$ cat src/rtl/tpu_pkg.sv
// ---------------------------------------------------------------------------
// Module : tpu_pkg
// Shared types and helpers for the systolic operand feeder.
// Rev    : 1.0  initial release
// ---------------------------------------------------------------------------
`default_nettype none

package tpu_pkg;

  typedef enum logic [2:0] {
    IDLE   = 3'd0,
    STREAM = 3'd1,
    FLUSH  = 3'd2,
    DONE   = 3'd3,
    CLEAR  = 3'd4
  } feeder_state_t;

  // Cycles needed for the last lane of a tile to drain through the MACs.
  function automatic int flush_count(input int lanes, input int mac_latency);
    return lanes - 1 + mac_latency;
  endfunction

  function automatic int flush_cnt_width(input int lanes, input int mac_latency);
    return $clog2(flush_count(lanes, mac_latency) + 1);
  endfunction

endpackage

`default_nettype wire

$ cat src/rtl/skew_delay_line.sv
// ---------------------------------------------------------------------------
// Module : skew_delay_line
// Fixed-length {valid, data} shift register; DELAY=0 passes straight through.
// Rev    : 1.0  initial release
// ---------------------------------------------------------------------------
`default_nettype none

module skew_delay_line #(
  parameter int DATA_SIZE = 16,
  parameter int DELAY     = 0
) (
  input  logic                 clk,
  input  logic                 reset,
  input  logic                 in_valid,
  input  logic [DATA_SIZE-1:0] in_data,
  output logic                 out_valid,
  output logic [DATA_SIZE-1:0] out_data
);

  generate
    if (DELAY == 0) begin : g_wire
      logic unused_ports;
      assign unused_ports = clk ^ reset;
      assign out_valid    = in_valid;
      assign out_data     = in_data;
    end else begin : g_shift
      logic [DELAY-1:0]     valid_sr;
      logic [DATA_SIZE-1:0] data_sr [DELAY];

      always_ff @(posedge clk or negedge reset) begin
        if (!reset) begin
          valid_sr <= '0;
          for (int k = 0; k < DELAY; k++) begin
            data_sr[k] <= '0;
          end
        end else begin
          valid_sr[0] <= in_valid;
          data_sr[0]  <= in_data;
          for (int k = 1; k < DELAY; k++) begin
            valid_sr[k] <= valid_sr[k-1];
            data_sr[k]  <= data_sr[k-1];
          end
        end
      end

      assign out_valid = valid_sr[DELAY-1];
      assign out_data  = data_sr[DELAY-1];
    end
  endgenerate

endmodule

`default_nettype wire

$ cat src/rtl/systolic_skew_feeder.sv
// ---------------------------------------------------------------------------
// Module : systolic_skew_feeder
// FIFO-buffered, lane-skewed operand feeder with tile flush/done/clear sequencing.
// Rev    : 1.0  initial release
// ---------------------------------------------------------------------------
`default_nettype none

module systolic_skew_feeder
  import tpu_pkg::*;
#(
  parameter int DATA_SIZE   = 16,
  parameter int LANES       = 4,
  parameter int FIFO_DEPTH  = 8,
  parameter int MAC_LATENCY = 3
) (
  input  logic                       clk,
  input  logic                       reset,
  input  logic                       inValid,
  output logic                       inReady,
  input  logic [LANES*DATA_SIZE-1:0] inData,
  input  logic                       inLast,
  output logic [LANES*DATA_SIZE-1:0] skewData,
  output logic [LANES-1:0]           laneValid,
  output logic                       macEnable,
  output logic                       macClear,
  output logic                       tileDone
);

  localparam int VEC_W       = LANES * DATA_SIZE;
  localparam int ENTRY_W     = VEC_W + 1;
  localparam int PTR_W       = $clog2(FIFO_DEPTH);
  localparam int FLUSH_COUNT = flush_count(LANES, MAC_LATENCY);
  localparam int CNT_W       = flush_cnt_width(LANES, MAC_LATENCY);

  logic [ENTRY_W-1:0] fifo_mem [FIFO_DEPTH];
  logic [PTR_W-1:0]   wr_ptr;
  logic [PTR_W-1:0]   rd_ptr;
  logic [PTR_W:0]     count;
  logic               full;
  logic               empty;
  logic               push;
  logic               pop;
  logic [ENTRY_W-1:0] head;

  feeder_state_t      state;
  logic [CNT_W-1:0]   flush_cnt;
  logic               issue_valid;
  logic [VEC_W-1:0]   issue_data;

  assign full    = (count == (PTR_W+1)'(FIFO_DEPTH));
  assign empty   = (count == '0);
  assign inReady = !full;
  assign push    = inValid && !full;
  assign pop     = !empty && ((state == IDLE) || (state == STREAM));
  assign head    = fifo_mem[rd_ptr];

  always_ff @(posedge clk) begin
    if (push) begin
      fifo_mem[wr_ptr] <= {inLast, inData};
    end
  end

  // Power-of-two depth lets the pointers wrap naturally.
  always_ff @(posedge clk or negedge reset) begin
    if (!reset) begin
      wr_ptr <= '0;
      rd_ptr <= '0;
      count  <= '0;
    end else begin
      if (push) wr_ptr <= wr_ptr + PTR_W'(1);
      if (pop)  rd_ptr <= rd_ptr + PTR_W'(1);
      case ({push, pop})
        2'b10:   count <= count + (PTR_W+1)'(1);
        2'b01:   count <= count - (PTR_W+1)'(1);
        default: count <= count;
      endcase
    end
  end

  // Lane-0 issue stage: an empty cycle becomes an all-zero bubble.
  always_ff @(posedge clk or negedge reset) begin
    if (!reset) begin
      issue_valid <= 1'b0;
      issue_data  <= '0;
    end else begin
      issue_valid <= pop;
      issue_data  <= pop ? head[VEC_W-1:0] : '0;
    end
  end

  always_ff @(posedge clk or negedge reset) begin
    if (!reset) begin
      state     <= IDLE;
      flush_cnt <= '0;
      tileDone  <= 1'b0;
      macClear  <= 1'b0;
    end else begin
      tileDone <= 1'b0;
      macClear <= 1'b0;
      case (state)
        IDLE, STREAM: begin
          if (pop) begin
            if (head[ENTRY_W-1]) begin
              state     <= FLUSH;
              flush_cnt <= CNT_W'(FLUSH_COUNT);
            end else begin
              state <= STREAM;
            end
          end
        end
        FLUSH: begin
          // Leave when this decrement reaches zero, giving FLUSH_COUNT cycles.
          flush_cnt <= flush_cnt - CNT_W'(1);
          if (flush_cnt <= CNT_W'(1)) begin
            state    <= DONE;
            tileDone <= 1'b1;
          end
        end
        DONE: begin
          state    <= CLEAR;
          macClear <= 1'b1;
        end
        CLEAR: begin
          state <= IDLE;
        end
        default: begin
          state <= IDLE;
        end
      endcase
    end
  end

  generate
    for (genvar i = 0; i < LANES; i++) begin : g_lane
      skew_delay_line #(
        .DATA_SIZE (DATA_SIZE),
        .DELAY     (i)
      ) u_delay (
        .clk       (clk),
        .reset     (reset),
        .in_valid  (issue_valid),
        .in_data   (issue_data[i*DATA_SIZE +: DATA_SIZE]),
        .out_valid (laneValid[i]),
        .out_data  (skewData[i*DATA_SIZE +: DATA_SIZE])
      );
    end
  endgenerate

  assign macEnable = |laneValid;

endmodule

`default_nettype wire

$ cat config.mk
export PLATFORM = sky130hd
export DESIGN_NAME = systolic_skew_feeder
export DESIGN_NICKNAME = d
export VERILOG_FILES = /design/src/rtl/tpu_pkg.sv /design/src/rtl/skew_delay_line.sv /design/src/rtl/systolic_skew_feeder.sv
export SDC_FILE = /design/constraint.sdc
export NUM_CORES = 1
export LEC_CHECK = 0
export CELL_PAD_IN_SITES_DETAIL_PLACEMENT = 1
export CELL_PAD_IN_SITES_GLOBAL_PLACEMENT = 2
export CORE_MARGIN = 2
export CORE_UTILIZATION = 25
export DETAILED_ROUTE_END_ITERATION = 8
export PLACE_DENSITY_LB_ADDON = 0.1
export SLEW_MARGIN = 20
export SYNTH_ARGS = -nofsm -noshare
export SYNTH_HDL_FRONTEND = slang
export SYNTH_SLANG_ARGS = --single-unit
$ cat constraint.sdc
create_clock -name clk -period 16.2 [get_ports clk]
set_input_delay 3.24 -clock clk [delete_from_list [all_inputs] [get_ports clk]]
set_output_delay 3.24 -clock clk [all_outputs]
set_load 0.02 [all_outputs]
======== Word-level counts from Yosys, hierarchy flattened ========
Memories as Yosys holds them, arrays and structs flattened.
Index checks and enable logic that the tools add are counted.
Widths: inputs -> output; s select.
cells by class
  order comparisons ....................... 1
  eq/ne operators ......................... 9
  muxes and demuxes ....................... 14
  reduce and logical (&&, ||, !) cells .... 13
  $add $sub $neg .......................... 5
operator list
  kind                 number
  $mux 64              1
  $mux 3               4
  $pmux 3 s3           1
  $pmux 4 s2           1
  $add 3x1->3 const B  2
  $eq 3x2->1 const B   2
  $ne 2x2->1 const B   3
  $pmux 3 s2           1
  $mux 1               5
  $add 4x1->4 const B  1
  $eq 4x4->1 const B   1
  $logic_not 4->1      1
  $reduce_bool 2->1    2
  $reduce_or 4->1      1
  $sub 4x1->4 const B  1
  $eq 3x1->1 const B   1
  $le 3x1->1 const B   1
  $logic_not 3->1      1
  $reduce_and 3->1     1
  $sub 3x1->3 const B  1
  $eq 2x1->1 const B   1
  $eq 2x2->1 const B   1
  $logic_and 1x1->1    2
  $logic_not 1->1      2
  other kinds (4)      4
storage, ports and cells
  input port bits ......................... 68
  logic and storage cells ................. 61
  register bits ........................... 185
  output and inout bits ................... 72
  memories kept ........................... 1
  RAM bits ................................ 520
memory list
  memory    words  width  read ports  clocked after Yosys merged registers in  wr ports  line                        text
  fifo_mem  8      65     1           0                                        1         systolic_skew_feeder.sv:35  logic [ENTRY_W-1:0] fifo_mem [FIFO_DEPTH];

======== Longest topological paths before layout ========
Gate-level depths: netlist (run 1).
  depth after elaboration ................. 5
  gate-level depth with buffers ........... 11
  depth with buffers taken out ............ 10

======== By module ========
Synthesis (run 1) repeated with hierarchy kept, for this count alone.
second synthesis, totals
  cell total of the unflattened synthesis .. 1136
  area, all modules ....................... 25263.0 um^2
modules (own cells, without submodules)
  module                                times used  seq. area each (um^2)  area an instance (um^2)  cells each
  systolic_skew_feeder                  1           17692.0                22342.7                  985
  skew_delay_line at g_lane[3].u_delay  1           1276.2                 1396.3                   67
  skew_delay_line at g_lane[2].u_delay  1           850.8                  970.9                    50
  skew_delay_line at g_lane[1].u_delay  1           425.4                  425.4                    17
  skew_delay_line at g_lane[0].u_delay  1           0.0                    127.6                    17

======== Worst setup path after synthesis (run 1) ========
Ideal clock, no wire load.
  path kind ............................... input port to flip-flop
  from .................................... input inValid
  to ...................................... memory fifo_mem[0][0] (netlist name), enable pin
  data arrival time ....................... 9589 ps
  library setup time ...................... 649 ps
  stages on the path ...................... 2
  slack ................................... 5962 ps
  required time ........................... 15551 ps
  buffers on the path ..................... 0
  path through ............................ nand2_1 -> nor4_1
on the way
  longest elaborated chain between the ends .. 3
ends and longest elaborated chain
  item                          line                        text
  from (decl)                   systolic_skew_feeder.sv:18  input logic inValid,
  $logic_and 1x1->1             systolic_skew_feeder.sv:53  assign push = inValid && !full;
  $mux 1                        systolic_skew_feeder.sv:58  if (push) begin
  $mux 1 (implied by the code)  systolic_skew_feeder.sv:59  fifo_mem[wr_ptr] <= {inLast, inData};
  to (decl)                     systolic_skew_feeder.sv:35
Every way passes these cells.

======== Final worst setup path (run 1) ========
  from .................................... input inValid
  to ...................................... memory fifo_mem[6][43] (netlist name), enable pin
The elaborated chain is that of the path after synthesis.

==> flow_summary_export.csv, run 1 <==
group,metric,value,unit
outcome,outcome,"finished, final reports clean",
cts,cts_made_buffers,83,
critical_path,start_kind,"input port",
detailed_routing,ant_nets,0,
timing,finalMaxSlewViolations,0,
place,dp_hpwl,31900,µm
critical_path,critPathArrivalTime,5.65,ns
grt,grt_pass1_vias,12784,
grt,antenna_found_initial,4,
cts,htree_levels,3,
critical_path,cp-end-kind,"register",
cts,cts_tree,"done",
detailed_routing,drc,0,
finish,drive_gt1_share,20.7,%
cts,root_buffer,"clkbuf_16",
yosys,ys_seq_area_share,80.6,%
yosys,synthesis.area,0.0250,mm²
critical_path,critPathKind,"in2reg",
detailed_routing,wirelength,58300,µm
cts,clock_sinks,702,
yosys,synth_ff_type,"edfxtp_1",
yosys,syn-num-nets,1187,
power_and_ir_drop,p_leak,10.5,nW
yosys,syn_area_per_cell,22.5,µm²
power_and_ir_drop,p_per_area,186,mW/mm²
floorplan,num_rows,116,
cts,holdBufCountCts,0,
finish,final_util,30.4,%
job,drv_cap,0,
timing,fmax,185,MHz
yosys,ys_types,32,
yosys,synth_common_cells,"edfxtp_1, dfrtp_1, mux4_2",
floorplan,core,0.0997,mm²
yosys,synthTopCellsByArea,"edfxtp_1, dfrtp_1, mux4_2",
yosys,synth_edf_count,520,
power_and_ir_drop,ir_drop,0.0758,mV
floorplan,die_x,320,µm
grt,grt_pass1_wl,88000,µm
timing,rsz0062_at_grt,"no",
worst_hold_path,hold_class,"reg2reg",
grt,grt_max_degree,66,
yosys,synth_warnings,0,
critical_path,cp.required,16.43,ns
floorplan,io_pins,140,
detailed_routing,wl_met1,26600,µm
grt,grt_overflow,0,
detailed_routing,wl_met3,2650,µm
cts,post_cts_resized,0,
timing,finalHoldViolCount,0,
cts,clk_path_buf_depth,3,
detailed_routing,wl_per_cell,22.0,µm
timing,relSlewSlack,31.6,%
yosys,ys_ff_latch,702,
detailed_routing,drtIter0Drc,501,
place,place_congestion,0.649,
finish,fillCellCount,9856,
grt,grtUsageTotal,11.7,%
yosys,synthMostInstantiatedCell,"edfxtp_1",
floorplan,start_util,25.1,%
yosys,yosysTopAreaCell,"edfxtp_1",
detailed_routing,firstDrtPassIters,4,
critical_path,critPathMaxFanout,52,
timing,min_period,5.42,ns
yosys,syn_inst,1113,
place,portBuffers,139,
finish,syn2layout_area_growth,21.2,%
cts,path_clk_slew,0.06,ns
detailed_routing,via_per_inst,4.14,
yosys,synth_top_area_share,62.4,%
detailed_routing,route.vias.total,10958,
timing,setup_viol,0,
cts,post_cts_buffers,0,
timing,skew,0.0195,ns
timing,period_share,33.4,%
cts,insertion_delay,0.63,ns
yosys,async_reset_ff_share,25.9,%
timing,fin_setup_tns,0,ns
detailed_routing,top_layer_used,"met4",
floorplan,die_h,320,µm
detailed_routing,wl_met2,27800,µm
finish,final_nets,1355,
timing,worst_pin_slew,1.03,ns
floorplan,die_area,0.103,mm²
-- cell type report --
type,instances,area [µm²],area share (%)
repair buffers,164,1610,5.30
flip-flops and latches,702,20200,66.5
diodes,1,2.50,0.00825
clock buffers,136,2470,8.15
clock inverters,16,109,0.359
multi-input cells,327,4330,14.3
well taps,1298,1620,5.35
inverters,3,11.3,0.0371
-- power by group --
part / internal (W) / switching (W)
logic: 0.000618 / 0.000781
registers: 0.00232 / 0.000146
clock network: 0.00104 / 0.000729
total: 0.00398 / 0.00166
-- placed cells by master (no fill, tap or decap), types with 2 or more instances in the layout --
cell type          n
edfxtp_1         520
dfrtp_1          179
clkdlybuf4s50_1  138
mux4_2           129
clkbuf_16         87
mux2i_1           69
nor2_1            67
clkbuf_1          38
buf_4             23
clkbuf_8          11
nand2_1            9
ha_1               6
clkinv_1           6
xnor2_1            5
clkinv_2           5
xor2_1             4
nor3_2             4
nor2b_1            4
nor2_4             3
a21oi_1            3
dfrtp_4            3
inv_1              2
and3b_1            2
nor3_1             2
nand3_1            2
nand2b_1           2
mux2_2             2
a31oi_1            2
o21ai_1            2
inv_6              2
-- sequential cells by signal, indices dropped and copies added (netlist names) --
signal / flops
count: 4
fifo_mem: 520
flush_cnt: 3
g_lane.u_delay.g_shift.data_sr: 48
g_lane.u_delay.g_shift.valid_sr: 3
g_lane.u_delay.out_data: 48
issue_data: 64
issue_valid: 1
macClear: 1
rd_ptr: 3
state: 3
tileDone: 1
wr_ptr: 3
-- worst max-delay path, stage by stage --
cell             delay (ns)
clkdlybuf4s50_1        0.55
nand3_1                0.36
nor2_4                 0.56
buf_4                  0.85
-- worst paths after layout --
path,start,depth (start not counted),slack (ns),endpoint
min,issue_data[35]$_DFF_PN0_,0,0.34,g_lane[2].u_delay.g_shift.data_sr[19]$_DFF_PN0_
max in group asynchronous,reset,2,12.34,issue_data[45]$_DFF_PN0_
min reg2reg,issue_data[35]$_DFF_PN0_,0,0.34,g_lane[2].u_delay.g_shift.data_sr[19]$_DFF_PN0_
max,inValid,4,10.78,fifo_mem[6][43]$_DFFE_PP_
max reg2reg,rd_ptr[0]$_DFFE_PN0N_,5,12.80,issue_data[56]$_DFF_PN0_
min in group asynchronous,reset,1,2.58,issue_data[15]$_DFF_PN0_
-- cell families (layout without fill, tap and decap cells) --
group	count (synthesis)	in the layout	share of synthesized area, %
compound gates	10	10	0.250
xor+xnor	9	9	0.315
fa+ha+maj	6	6	0.300
buf+inv	84	319	2.34
flops	702	702	80.6
mux	200	200	14.5
other cells	0	1	0
simple gates	102	102	1.76
-- through the flow --
| stage | instances | hold slack [ns] | setup WS, ns | power, W | cell area [µm²] |
|---|---|---|---|---|---|
| after global routing | 2646 | 0.349 | 10.61 | 0.00597 | 30300 |
| after floorplan | 1113 | 0.331 | 5.96 | 0.00346 | 25000 |
| after detailed placement | 2493 | 0.336 | 10.06 | 0.00397 | 27700 |
| after CTS | 2645 | 0.341 | 10.72 | 0.00579 | 30300 |
| final | 2647 | 0.340 | 10.78 | 0.00563 | 30300 |
| after global placement | 2493 | 0.332 | 10.07 | 0.00397 | 27700 |
-- metal layers --
metal | vias to the layer above | GRT usage [%]
met2 | 213 | 18.9
met1 | 5942 | 15.6
li1 | 4717 | -
met4 | 0 | 3.75
met5 | - | 0
met3 | 86 | 2.58
No activity file was read; power rests on OpenSTA's default activity.
==> inputs of run 2 (changes only) <==
clock period = 5.7 ns   (was 16.2 ns; I/O delays follow)
==> flow_summary_export.csv, run 2 (synthesized netlist as in run 1, its figures left out) <==
group,metric,value,unit
critical_path,cp.required,4.56,ns
critical_path,slowest_delay,0.55,ns
outcome,outcome,"finished, final reports clean",
finish,fin_cells,2648,
cts,clock_sinks,702,
finish,final_common_cell,"edfxtp_1",
worst_hold_path,min_from,"issue_data[43]$_DFF_PN0_",
detailed_routing,wl_per_cell,22.0,µm
critical_path,crit_path_top_delay_cell,"clkdlybuf4s50_1",
worst_hold_path,hold_end,"g_lane[2].u_delay.g_shift.data_sr[27]$_DFF_PN0_",
detailed_routing,firstDrtPassIters,4,
place,dpl_cell_area,0.0278,mm²
worst_hold_path,whs_path_depth,0,
timing,min_period,3.25,ns
grt,grt_overflow,0,
finish,top_register,"fifo_mem",
floorplan,die_area,0.103,mm²
timing,setup_viol,0,
detailed_routing,drtIter0Drc,616,
timing,finalHoldViolCount,0,
cts,insertion_delay,0.63,ns
grt,grt_max_degree,97,
timing,fmax,308,MHz
grt,grt_pass1_wl,87700,µm
power_and_ir_drop,fin_total_pwr,0.0164,W
power_and_ir_drop,p_leak,10.7,nW
critical_path,r2r_cells,10,
critical_path,start_kind,"register",
timing,finalMaxSlewViolations,0,
detailed_routing,route.vias.total,11055,
finish,drive_gt1_share,22.3,%
floorplan,core,0.0997,mm²
cts,root_buffer,"clkbuf_16",
finish,largest_reg_flops,520,
critical_path,critPathMaxFanout,3,
timing,skew,0.0271,ns
power_and_ir_drop,ir_drop,0.224,mV
grt,grt_pass1_vias,12865,
worst_hold_path,hold_class,"reg2reg",
cts,cts_made_buffers,83,
floorplan,num_rows,116,
detailed_routing,drc,0,
timing,period_share,56.9,%
floorplan,die_h,320,µm
floorplan,die_x,320,µm
cts,post_cts_buffers,0,
critical_path,r2r_slack,2.78,ns
cts,cts_tree,"done",
detailed_routing,ant_nets,0,
critical_path,cp-end-kind,"output port",
timing,relSlewSlack,37.3,%
floorplan,io_pins,140,
critical_path,critPathKind,"reg2out",
finish,design_area,0.0307,mm²
floorplan,start_util,25.1,%
finish,final_nets,1354,
finish,top_regs,"fifo_mem: 520 flops, issue_data: 64 flops",
critical_path,r2r_end,"count[2]$_DFFE_PN0P_",
timing,rsz0062_at_grt,"no",
place,dp_cells,2493,
cts,post_cts_resized,0,
detailed_routing,wirelength,58300,µm
grt,antenna_found_initial,4,
critical_path,crit_chain,"or4_1 -> clkdlybuf4s50_1",
place,portBuffers,139,
critical_path,worstReg2RegStart,"count[2]$_DFFE_PN0P_",
place,dp_hpwl,31400,µm
finish,final_cell_mix,"edfxtp_1, dfrtp_1, clkdlybuf4s50_1",
timing,worst_pin_slew,0.940,ns
cts,path_clk_slew,0.06,ns
job,drv_cap,0,
place,dp_slack,1.79,ns
grt,grtUsageTotal,11.7,%
cts,htree_levels,3,
cts,holdBufCountCts,0,
finish,syn2layout_area_growth,22.5,%
power_and_ir_drop,p_per_area,535,mW/mm²
critical_path,critPathArrivalTime,2.11,ns
place,place_congestion,0.652,
detailed_routing,via_per_inst,4.17,
timing,finalWorstSetupSlack,2.45,ns
finish,fillCellCount,9847,
cts,clk_path_buf_depth,3,
## run 2: changes by cell type in the layout (fill, tap and decap cells not counted), moves of 3 or more
cell,before,now
clkinv_2,5,14
clkbuf_8,11,19
clkbuf_16,87,90
buf_12,0,6
clkbuf_1,38,21
buf_4,23,18
bufinv_16,0,5
clkinv_1,6,2
## run 2: cell type report
| cell class | instances | area [µm²] | share of cell area, % |
|---|---|---|---|
| Timing Repair Buffer | 163 | 1650 | 5.39 |
| Antenna cell | 1 | 2.50 | 0.00816 |
| Inverter | 3 | 11.3 | 0.0367 |
| Clock inverter | 24 | 253 | 0.824 |
| Tap cell | 1298 | 1620 | 5.30 |
| Clock buffer | 130 | 2590 | 8.46 |
| Multi-Input combinational cell | 327 | 4350 | 14.2 |
| Sequential cell | 702 | 20200 | 65.8 |
## run 2: metrics by stage
stage,hold WS (ns),util (%),TNS (ns)
floorplan,0.331,-,-133.20
global placement,0.332,27.9,0
detailed placement,0.336,27.9,0
CTS,0.335,30.7,0
global route,0.343,30.7,0
finish,0.328,30.8,0
## run 2: worst max path at each step
| stage | startpoint | endpoint | slack [ns] | cells past startpoint |
|---|---|---|---|---|
| after floorplan | inValid | fifo_mem[2][0]$_DFFE_PP_ | -0.68 | 2 |
| after global placement | inValid | fifo_mem[7][31]$_DFFE_PP_ | 1.82 | 4 |
| after detailed placement | inValid | fifo_mem[7][31]$_DFFE_PP_ | 1.79 | 4 |
| after CTS | issue_valid$_DFF_PN0_ | macEnable | 2.37 | 2 |
| after global routing | issue_valid$_DFF_PN0_ | macEnable | 2.37 | 2 |
| final | issue_valid$_DFF_PN0_ | macEnable | 2.45 | 2 |
## run 2: report_power, final
part,internal (W),switching (W)
combinational,0.00177,0.00211
clock,0.00335,0.00207
sequential,0.00658,0.000517
## run 2: per-layer routing
metal  track usage [%]  routed length, µm  vias up
li1                  -                  -     4713
met1              14.5              24900     6050
met2              20.2              29900      201
met3              2.68               2200       89
met4              3.51               1370        2
met5                 0                 10        -
## run 2: critical path: cells and delay by family (launching register included)
| family | cells | cell delay [ns] |
|---|---|---|
| and+or+nand+nor | 1 | 0.52 |
| buffers and inverters | 1 | 0.55 |
| DFF | 1 | 0.41 |
==> inputs of run 3 (changes only) <==
clock period = 3.2 ns   (was 5.7 ns; I/O delays follow)
==> flow_summary_export.csv, run 3 (synthesized netlist as in run 1, its figures left out) <==
group,metric,value,unit
place,place_congestion,0.637,
grt,grt_max_degree,70,
timing,worst_pin_slew,0.674,ns
cts,post_cts_resized,0,
cts,path_clk_slew,0.05,ns
timing,setup_viol,0,
critical_path,critPathArrivalTime,2.14,ns
cts,htree_levels,3,
timing,rsz0062_at_grt,"no",
cts,clock_sinks,702,
timing,finalMaxSlewViolations,0,
detailed_routing,wirelength,58200,µm
floorplan,core,0.0997,mm²
detailed_routing,via_per_inst,4.14,
critical_path,cp-end-kind,"output port",
cts,root_buffer,"clkbuf_16",
detailed_routing,drc,0,
finish,final_cell_mix,"edfxtp_1, dfrtp_1, clkdlybuf4s50_1",
cts,clk_path_buf_depth,3,
floorplan,die_h,320,µm
critical_path,crit_family,"buffers and inverters",
timing,relSlewSlack,55.1,%
cts,insertion_delay,0.64,ns
finish,syn2layout_area_growth,23.6,%
floorplan,die_x,320,µm
critical_path,start_kind,"register",
grt,grt_pass1_vias,12948,
critical_path,crit_path_top_delay_cell,"clkdlybuf4s50_1",
critical_path,critPathKind,"reg2out",
finish,seq_area,0.0202,mm²
detailed_routing,route.vias.total,11054,
critical_path,crit_chain,"or4_1 -> clkdlybuf4s50_1",
worst_hold_path,hold_class,"reg2reg",
outcome,outcome,"finished, final reports clean",
grt,grt_overflow,0,
timing,finalHoldViolCount,0,
finish,final_util,31.0,%
finish,final_common_cell,"edfxtp_1",
grt,grtUsageTotal,11.7,%
finish,fin_cells,2668,
timing,fmax,360,MHz
grt,grt_pass1_wl,87900,µm
critical_path,cp.required,2.56,ns
detailed_routing,wl_per_cell,21.8,µm
detailed_routing,ant_nets,0,
detailed_routing,drtIter0Drc,550,
cts,cts_made_buffers,84,
floorplan,io_pins,140,
finish,top_register,"fifo_mem",
floorplan,die_area,0.103,mm²
power_and_ir_drop,p_leak,10.8,nW
finish,top_regs,"fifo_mem: 520 flops, issue_data: 64 flops",
place,dp_cells,2506,
grt,antenna_found_initial,4,
place,portBuffers,139,
finish,multi_input_area,0.00437,mm²
finish,drive_gt1_share,23.2,%
finish,fillCellCount,9877,
critical_path,slowest_delay,0.56,ns
finish,final_nets,1370,
power_and_ir_drop,ir_drop,0.400,mV
place,dp_hpwl,32600,µm
floorplan,num_rows,116,
detailed_routing,firstDrtPassIters,4,
power_and_ir_drop,p_per_area,952,mW/mm²
critical_path,crit_buf_inv,1,
finish,largest_reg_flops,520,
floorplan,start_util,25.1,%
timing,min_period,2.78,ns
cts,cts_tree,"done",
critical_path,critPathMaxFanout,3,
timing,skew,0.0206,ns
timing,period_share,86.7,%
job,drv_cap,0,
==> run 3: through the flow <==
stage	worst slack, ns	power (W)	instance area, µm²	hold slack [ns]	setup TNS [ns]
6_report	0.425	0.0295	30900	0.344	0
2_1_floorplan	-0.867	0.0175	25100	0.331	-350.67
4_1_cts	0.330	0.0303	30900	0.346	0
5_1_grt	0.295	0.0312	30900	0.351	0
3_3_place_gp	0.520	0.0204	28100	0.334	0
3_5_place_dp	0.481	0.0205	28100	0.336	0
==> run 3: routing by layer <==
layer | GRT usage, % | vias to the layer above | routed length [µm]
li1 | - | 4759 | -
met1 | 14.9 | 6006 | 25800
met2 | 19.9 | 198 | 28800
met3 | 2.62 | 89 | 2340
met4 | 3.75 | 2 | 1240
met5 | 0 | - | 12
==> run 3: cell type report <==
cell class                 instances  area share (%)
antenna                            2          0.0162
clock buffer                     113            7.47
clock inverter                    45            1.63
inverter                           3          0.0364
multi-input combinational        327            14.1
sequential                       702            65.2
tap                             1298            5.25
timing repair buffer             178            6.26
==> run 3: where the power goes <==
part / total, W / leakage, nW / internal (W) / switching (W)
logic: 0.00732 / 2.33 / 0.00340 / 0.00392
registers: 0.0125 / 7.06 / 0.0117 / 0.000827
clock network: 0.00961 / 1.39 / 0.00577 / 0.00384
total: 0.0295 / 10.8 / 0.0209 / 0.00859
==> run 3: final timing paths <==
check | startpoint | end | slack, ns | cells after the start
worst max register to register | count[2]$_DFFE_PN0P_ | count[2]$_DFFE_PN0P_ | 0.82 | 10
max in group asynchronous | reset | issue_data[48]$_DFF_PN0_ | 1.93 | 3
worst min register to register | g_lane[3].u_delay.g_shift.data_sr[26]$_DFF_PN0_ | g_lane[3].u_delay.out_data[10]$_DFF_PN0_ | 0.34 | 0
worst max-delay path | issue_valid$_DFF_PN0_ | macEnable | 0.42 | 2
min in group asynchronous | reset | g_lane[3].u_delay.g_shift.valid_sr[2]$_DFF_PN0_ | 0.52 | 2
worst min-delay path | g_lane[3].u_delay.g_shift.data_sr[26]$_DFF_PN0_ | g_lane[3].u_delay.out_data[10]$_DFF_PN0_ | 0.34 | 0
==> run 3: repair_timing <==
item	CTS	global route
hold buffers	1	0
buffers inserted	0	0
endpoints found under the hold margin	41	0
